<file path="config.mk">
export PLATFORM = sky130hd
export DESIGN_NAME = video_dram_seq
export DESIGN_NICKNAME = d
export VERILOG_FILES = /design/src/rtl/video_dram_seq.sv
export SDC_FILE = /design/constraint.sdc
export NUM_CORES = 1
export LEC_CHECK = 0
export BUFFER_PORTS_ARGS = -buffer_cell sky130_fd_sc_hd__buf_4
export CORE_MARGIN = 2
export CORE_UTILIZATION = 50
export CTS_CLUSTER_DIAMETER = 120
export DETAILED_ROUTE_END_ITERATION = 12
export PLACE_DENSITY = 0.8
export SKIP_CTS_REPAIR_TIMING = 1
export SLEW_MARGIN = 20
export SYNTH_ARGS = -nofsm -noshare
export SYNTH_HDL_FRONTEND = slang
export SYNTH_SLANG_ARGS = --single-unit
</file>
<file path="constraint.sdc">
create_clock -name clk -period 5 [get_ports clk]
set_input_delay 1 -clock clk [delete_from_list [all_inputs] [get_ports clk]]
set_output_delay 1 -clock clk [all_outputs]
set_load 0.1 [all_outputs]
</file>
<file path="src/rtl/video_dram_seq.sv">
// ---------------------------------------------------------------------------
// video_dram_seq
// Video DRAM burst sequencer. Turns a level fetch request from video_top
// (video_go / video_addr / video_bw) into slot-timed DRAM read requests,
// and returns the pre_next / next / strobe handshakes together with the
// registered read word.
//
// Ports
//   clk, res_n          system clock, asynchronous active-low reset
//   c2, c3              DRAM slot phases (c3 = last clk of a 4-clk slot)
//   video_go            fetch request (level)
//   video_addr          burst start word address, sampled at burst start
//   video_bw            [4:3] density (1/2/4/8 slots of 8), [2:0] length-1
//   dram_req/dram_addr  request and word address for the current slot
//   dram_ack            arbiter grant, meaningful only on c3
//   dram_rdata          raw DRAM read data
//   video_pre_next      request pending, grant decided next clk
//   video_next          1-clk pulse on c3 when a word is granted
//   video_strobe        1-clk pulse, video_rdata valid
//   video_rdata         registered read word
//   busy                burst active or reads outstanding
//   state_dbg           1 while the FSM is in BURST
//   stat_clr, miss_cnt  only with VIDEO_SEQ_STAT_EN defined: missed-grant
//                       counter (saturating at 255) and its synchronous clear
//
// Handshake: a word is transferred on a clk where c3 & dram_req & dram_ack
// are all high; dram_req/dram_addr are stable for the whole slot, and a
// dropped video_go withdraws dram_req in the same clk.
//
// RD_LAT legal range is 1..15.
// ---------------------------------------------------------------------------
module video_dram_seq #(
  parameter int RD_LAT = 4,
  parameter int ADDR_W = 21
) (
  input  logic              clk,
  input  logic              res_n,
  input  logic              c2,
  input  logic              c3,
  input  logic              video_go,
  input  logic [ADDR_W-1:0] video_addr,
  input  logic [4:0]        video_bw,
  output logic              dram_req,
  output logic [ADDR_W-1:0] dram_addr,
  input  logic              dram_ack,
  input  logic [15:0]       dram_rdata,
  output logic              video_pre_next,
  output logic              video_next,
  output logic              video_strobe,
  output logic [15:0]       video_rdata,
  output logic              busy,
  output logic              state_dbg
`ifdef VIDEO_SEQ_STAT_EN
  ,
  input  logic              stat_clr,
  output logic [7:0]        miss_cnt
`endif
);

  typedef enum logic {
    IDLE  = 1'b0,
    BURST = 1'b1
  } state_t;

  state_t              state;
  state_t              state_nxt;
  logic [2:0]          slot_cnt;
  logic                armed;
  logic [ADDR_W-1:0]   addr;
  logic [3:0]          left;
  logic [1:0]          dens;
  logic [RD_LAT-1:0]   pipe;
  logic                eligible;
  logic                start;
  logic                grant;

  // Density selects which of the 8 slots in a slot_cnt cycle may carry a
  // request: the last one, every 4th, every 2nd or every slot.
  always_comb begin
    eligible = 1'b0;
    case (dens)
      2'b00:   eligible = (slot_cnt == 3'd7);
      2'b01:   eligible = (slot_cnt[1:0] == 2'b11);
      2'b10:   eligible = slot_cnt[0];
      default: eligible = 1'b1;
    endcase
  end

  assign dram_req       = (state == BURST) & eligible & video_go;
  assign dram_addr      = addr;
  assign grant          = c3 & dram_req & dram_ack;
  assign start          = (state == IDLE) & c3 & video_go & armed;
  assign video_pre_next = dram_req & c2;
  assign video_next     = grant;
  assign busy           = (state != IDLE) | (|pipe) | video_strobe;
  assign state_dbg      = (state == BURST);

  // FSM state register
  always_ff @(posedge clk or negedge res_n) begin
    if (!res_n) state <= IDLE;
    else        state <= state_nxt;
  end

  // FSM next state. Decisions are only taken on c3, the arbiter sample point.
  always_comb begin
    state_nxt = state;
    case (state)
      IDLE: begin
        if (start) state_nxt = BURST;
      end
      BURST: begin
        if (c3) begin
          if (!video_go)                     state_nxt = IDLE;
          else if (grant && left == 4'd1)    state_nxt = IDLE;
        end
      end
      default: state_nxt = IDLE;
    endcase
  end

  // Slot counter, burst parameters and re-arm flag
  always_ff @(posedge clk or negedge res_n) begin
    if (!res_n) begin
      slot_cnt <= 3'd0;
      armed    <= 1'b1;
      addr     <= '0;
      left     <= 4'd0;
      dens     <= 2'b00;
    end else begin
      if (c3) slot_cnt <= slot_cnt + 3'd1;

      // A held video_go never restarts a burst; it must be seen low first.
      if (!video_go)  armed <= 1'b1;
      else if (start) armed <= 1'b0;

      if (start) begin
        addr <= video_addr;
        left <= {1'b0, video_bw[2:0]} + 4'd1;
        dens <= video_bw[4:3];
      end else if (grant) begin
        addr <= addr + ADDR_W'(1);
        left <= left - 4'd1;
      end
    end
  end

  // Read pipe: one bit per granted word, shifted every clk. The data is
  // valid while the grant sits in the last stage. Reads keep draining after
  // the FSM has left BURST; only reset drops them.
  always_ff @(posedge clk or negedge res_n) begin
    if (!res_n) begin
      pipe         <= '0;
      video_strobe <= 1'b0;
      video_rdata  <= 16'h0000;
    end else begin
      for (int i = RD_LAT - 1; i > 0; i--) pipe[i] <= pipe[i-1];
      pipe[0]      <= grant;
      video_strobe <= pipe[RD_LAT-1];
      if (pipe[RD_LAT-1]) video_rdata <= dram_rdata;
    end
  end

`ifdef VIDEO_SEQ_STAT_EN
  // Missed-grant counter; clear takes priority over a same-clk miss.
  always_ff @(posedge clk or negedge res_n) begin
    if (!res_n)                                          miss_cnt <= 8'd0;
    else if (stat_clr)                                   miss_cnt <= 8'd0;
    else if (c3 && dram_req && !dram_ack && miss_cnt != 8'hFF)
                                                         miss_cnt <= miss_cnt + 8'd1;
  end
`endif

endmodule

</file>
==> impl_results.md <==
* CTS buffer count at 5
* Fillcell total at 420
* Die Ht at 76.2 µm
* Post-Syn Instances at 243
* Most frequent cells in the layout: 91 x buf_4, 52 x dfrtp_1, 33 x nand2_1
* Yosys top cell by area: dfrtp_1
* Final Max Tran Viols at 0
* Worst Reg-to-Reg Cells at 9
* Vias at ~2,100
* Clk Latency, worst-skew pair at between 0.3 and 0.4 ns
* Vias in the first global route at 2,130
* Peak supply drop at ~0.43 mV
* CP arrival at 2.62 ns
* Initial antenna violation count at 0
* N_diodes at 0
* Setup TNS at 0 ns
* # setup viols final at 0
* H-tree Lvls at 2
* Top FF cell, synth: dfrtp_1
* Drt pass-1 iters at 4
* Largest net degree at the start of global routing at 54
* Post-synth ARST share at 1.00
* CTS tree: yes
* Routed length on met2 at 2790 µm
* GPL Wtd Cong at about 0.83
* Synth warnings at 0
* Die Area at slightly below 6000 µm²
* Final WL at 5830 µm
* Total gr overflow at 0
* First DRT Iteration DRCs at 77
* Synthesized area at between 2000 and 3000 µm²
* WP data required at 4.00 ns
* Uppermost layer routed: met4
* Met3 routed WL at 346 µm
* Tmin final at 3.62 ns
* Core area at 5070 µm²
* First-pass GRT wire length at 10,100 µm
* Yosys top cell area share at 0.500
* Most common cell after layout, fill and taps aside: buf_4
* WL/cell at 14.5 µm
* DP Wirelength at around 4300 µm
* All-layer global routing usage at 0.218
* Hold Violations, Final at 0
* M1 wire length at 2590 µm
* Crit path kind: register to output port
* CTS clk-pin slew, worst paths at ~0.09 ns
* Antenna-violating nets left at 0
* Worst Slack Setup Final at 1.38 ns
* Clock skew at 0.00345 ns
* Sequential area share after synthesis at 0.510
* I/O pin count at 91
* Final Util at 0.678
* Pre-CTS WS at 1.73 ns
* Root buffer cell: clkbuf_8
* Synth cell types at 37
* Critical path peak fanout at 14
* Num Clock Sinks at 53
* Fin crit share at 0.724
* Mean Syn Cell Area at 10.7 µm²
* Min-delay worst type: register to register
* Port buffer count at 90
* Area growth, synth to finish at 32.1%
* RSZ-0062 raised after global routing: no
* Syn_nets at 297
* P_leak at 1.54 nW
* Multi-input logic area at 1200 µm²
* Worst-Margin Slew at 0.676 ns
* DR DRC count at 0
* Vias per Instance at 5.24
* Cell depth of the worst hold path at 0
* Fin nets at roughly 380
* Synth Register Bits at 53
* Die Wd at 76.2 µm
* Number of synthesized flops with an enable pin at 0
* Layout cells sized above 1 at 0.390
* Starting Density at 0.513
* # Max-Cap Violations at 0
* Max clock buf depth at 2
* Status: complete, no violations
* Storage cell area at between 1000 and 1500 µm²
* CP Capture Type: output port
* Pwr dens at a little over 700 nW/µm²
* FP Rows at 26
* Setup crit start kind: register
* Rel. slew slack at 0.549
* Peak Freq at 276 MHz
* Synth area leaders: dfrtp_1 50%, mux2_2 7.8%, nand2_1 4.8%
[Yosys cell counts (2+ instances only)]
cell      instances
o21ai_1           7
o21ai_0          13
ha_1              6
xnor2_1          14
xor2_1           11
inv_2             2
clkbuf_1          6
nand2_1          33
mux2_2           18
nor3_1           10
inv_1             3
and3_1            3
dfrtp_1          52
nor4_1            4
nor4_2            5
buf_2             2
nor2_1            6
and4_1            2
nand3_1          13
nand4_1           8
a21oi_1           8
mux2i_1           2
[per-stage QoR]
step           std cells  cell area [µm²]  total power [mW]  hold WS, ns
6_report             401             3440              2.46        0.381
5_1_grt              401             3440              2.57        0.403
4_1_cts              401             3440              2.47        0.385
3_5_place_dp         393             3320              2.17        0.364
3_3_place_gp         393             3320              2.14        0.358
2_1_floorplan        243             2610              1.85        0.352
[per-layer routing]
layer / GRT usage / vias to the layer above
met4: 0.0782 / 0
met5: 0 / -
met1: 0.275 / 984
met3: 0.0533 / 10
li1: - / 1026
met2: 0.368 / 82
[logic make-up (layout without fill, tap and decap cells)]
logic type,Yosys count,in the layout,share of synthesized area
adders and majority gates,6,6,0.0288
and+or+nand+nor,91,91,0.188
DFF,53,53,0.510
xor gates and xnor gates,25,25,0.0841
muxes,21,21,0.0913
AOI/OAI and AO/OA,31,31,0.0696
buffers and inverters,16,104,0.0283
[final cells by class]
class | count | share of cell area
Sequential cell | 53 | 0.386
Timing Repair Buffer | 91 | 0.199
Inverter | 5 | 0.00545
Clock inverter | 2 | 0.0109
Multi-Input combinational cell | 174 | 0.350
Clock buffer | 6 | 0.0240
Tap cell | 70 | 0.0255
[sequential cells by signal, indices dropped and copies added, names as in the netlist]
name / flops
armed: 1
left: 4
dram_addr: 21
video_strobe: 1
pipe: 4
slot_cnt: 3
video_rdata: 16
state_dbg: 1
dens: 2
[where the power goes]
part | internal [mW] | total, mW | switching, mW
Clock | 0.163 | 0.300 | 0.138
Sequential | 0.580 | 0.729 | 0.148
Combinational | 0.331 | 1.43 | 1.10
Total | 1.07 | 2.46 | 1.39
[worst paths after layout]
| path | endpoint | slack [ns] | startpoint |
|---|---|---|---|
| min in group asynchronous | video_rdata[8] | 0.72 | res_n |
| hold reg to reg | pipe[3] | 0.38 | pipe[2] |
| max in group asynchronous | video_rdata[15] | 3.86 | res_n |
| setup reg to reg | dram_addr[1] | 2.57 | slot_cnt[0] |
| setup / recovery | video_next | 1.38 | slot_cnt[0] |
| hold / removal | pipe[3] | 0.38 | pipe[2] |
[worst max-delay path: stages (launching register included)]
cell and delay [ns]:
dfrtp_1 0.42, ha_1 0.23, ha_1 0.19, mux2_4 0.28, o2111ai_4 0.45, inv_2 0.22
nand2_1 0.18, inv_2 0.10, buf_4 0.24
Note: power is estimated with default switching activity, not from simulation.
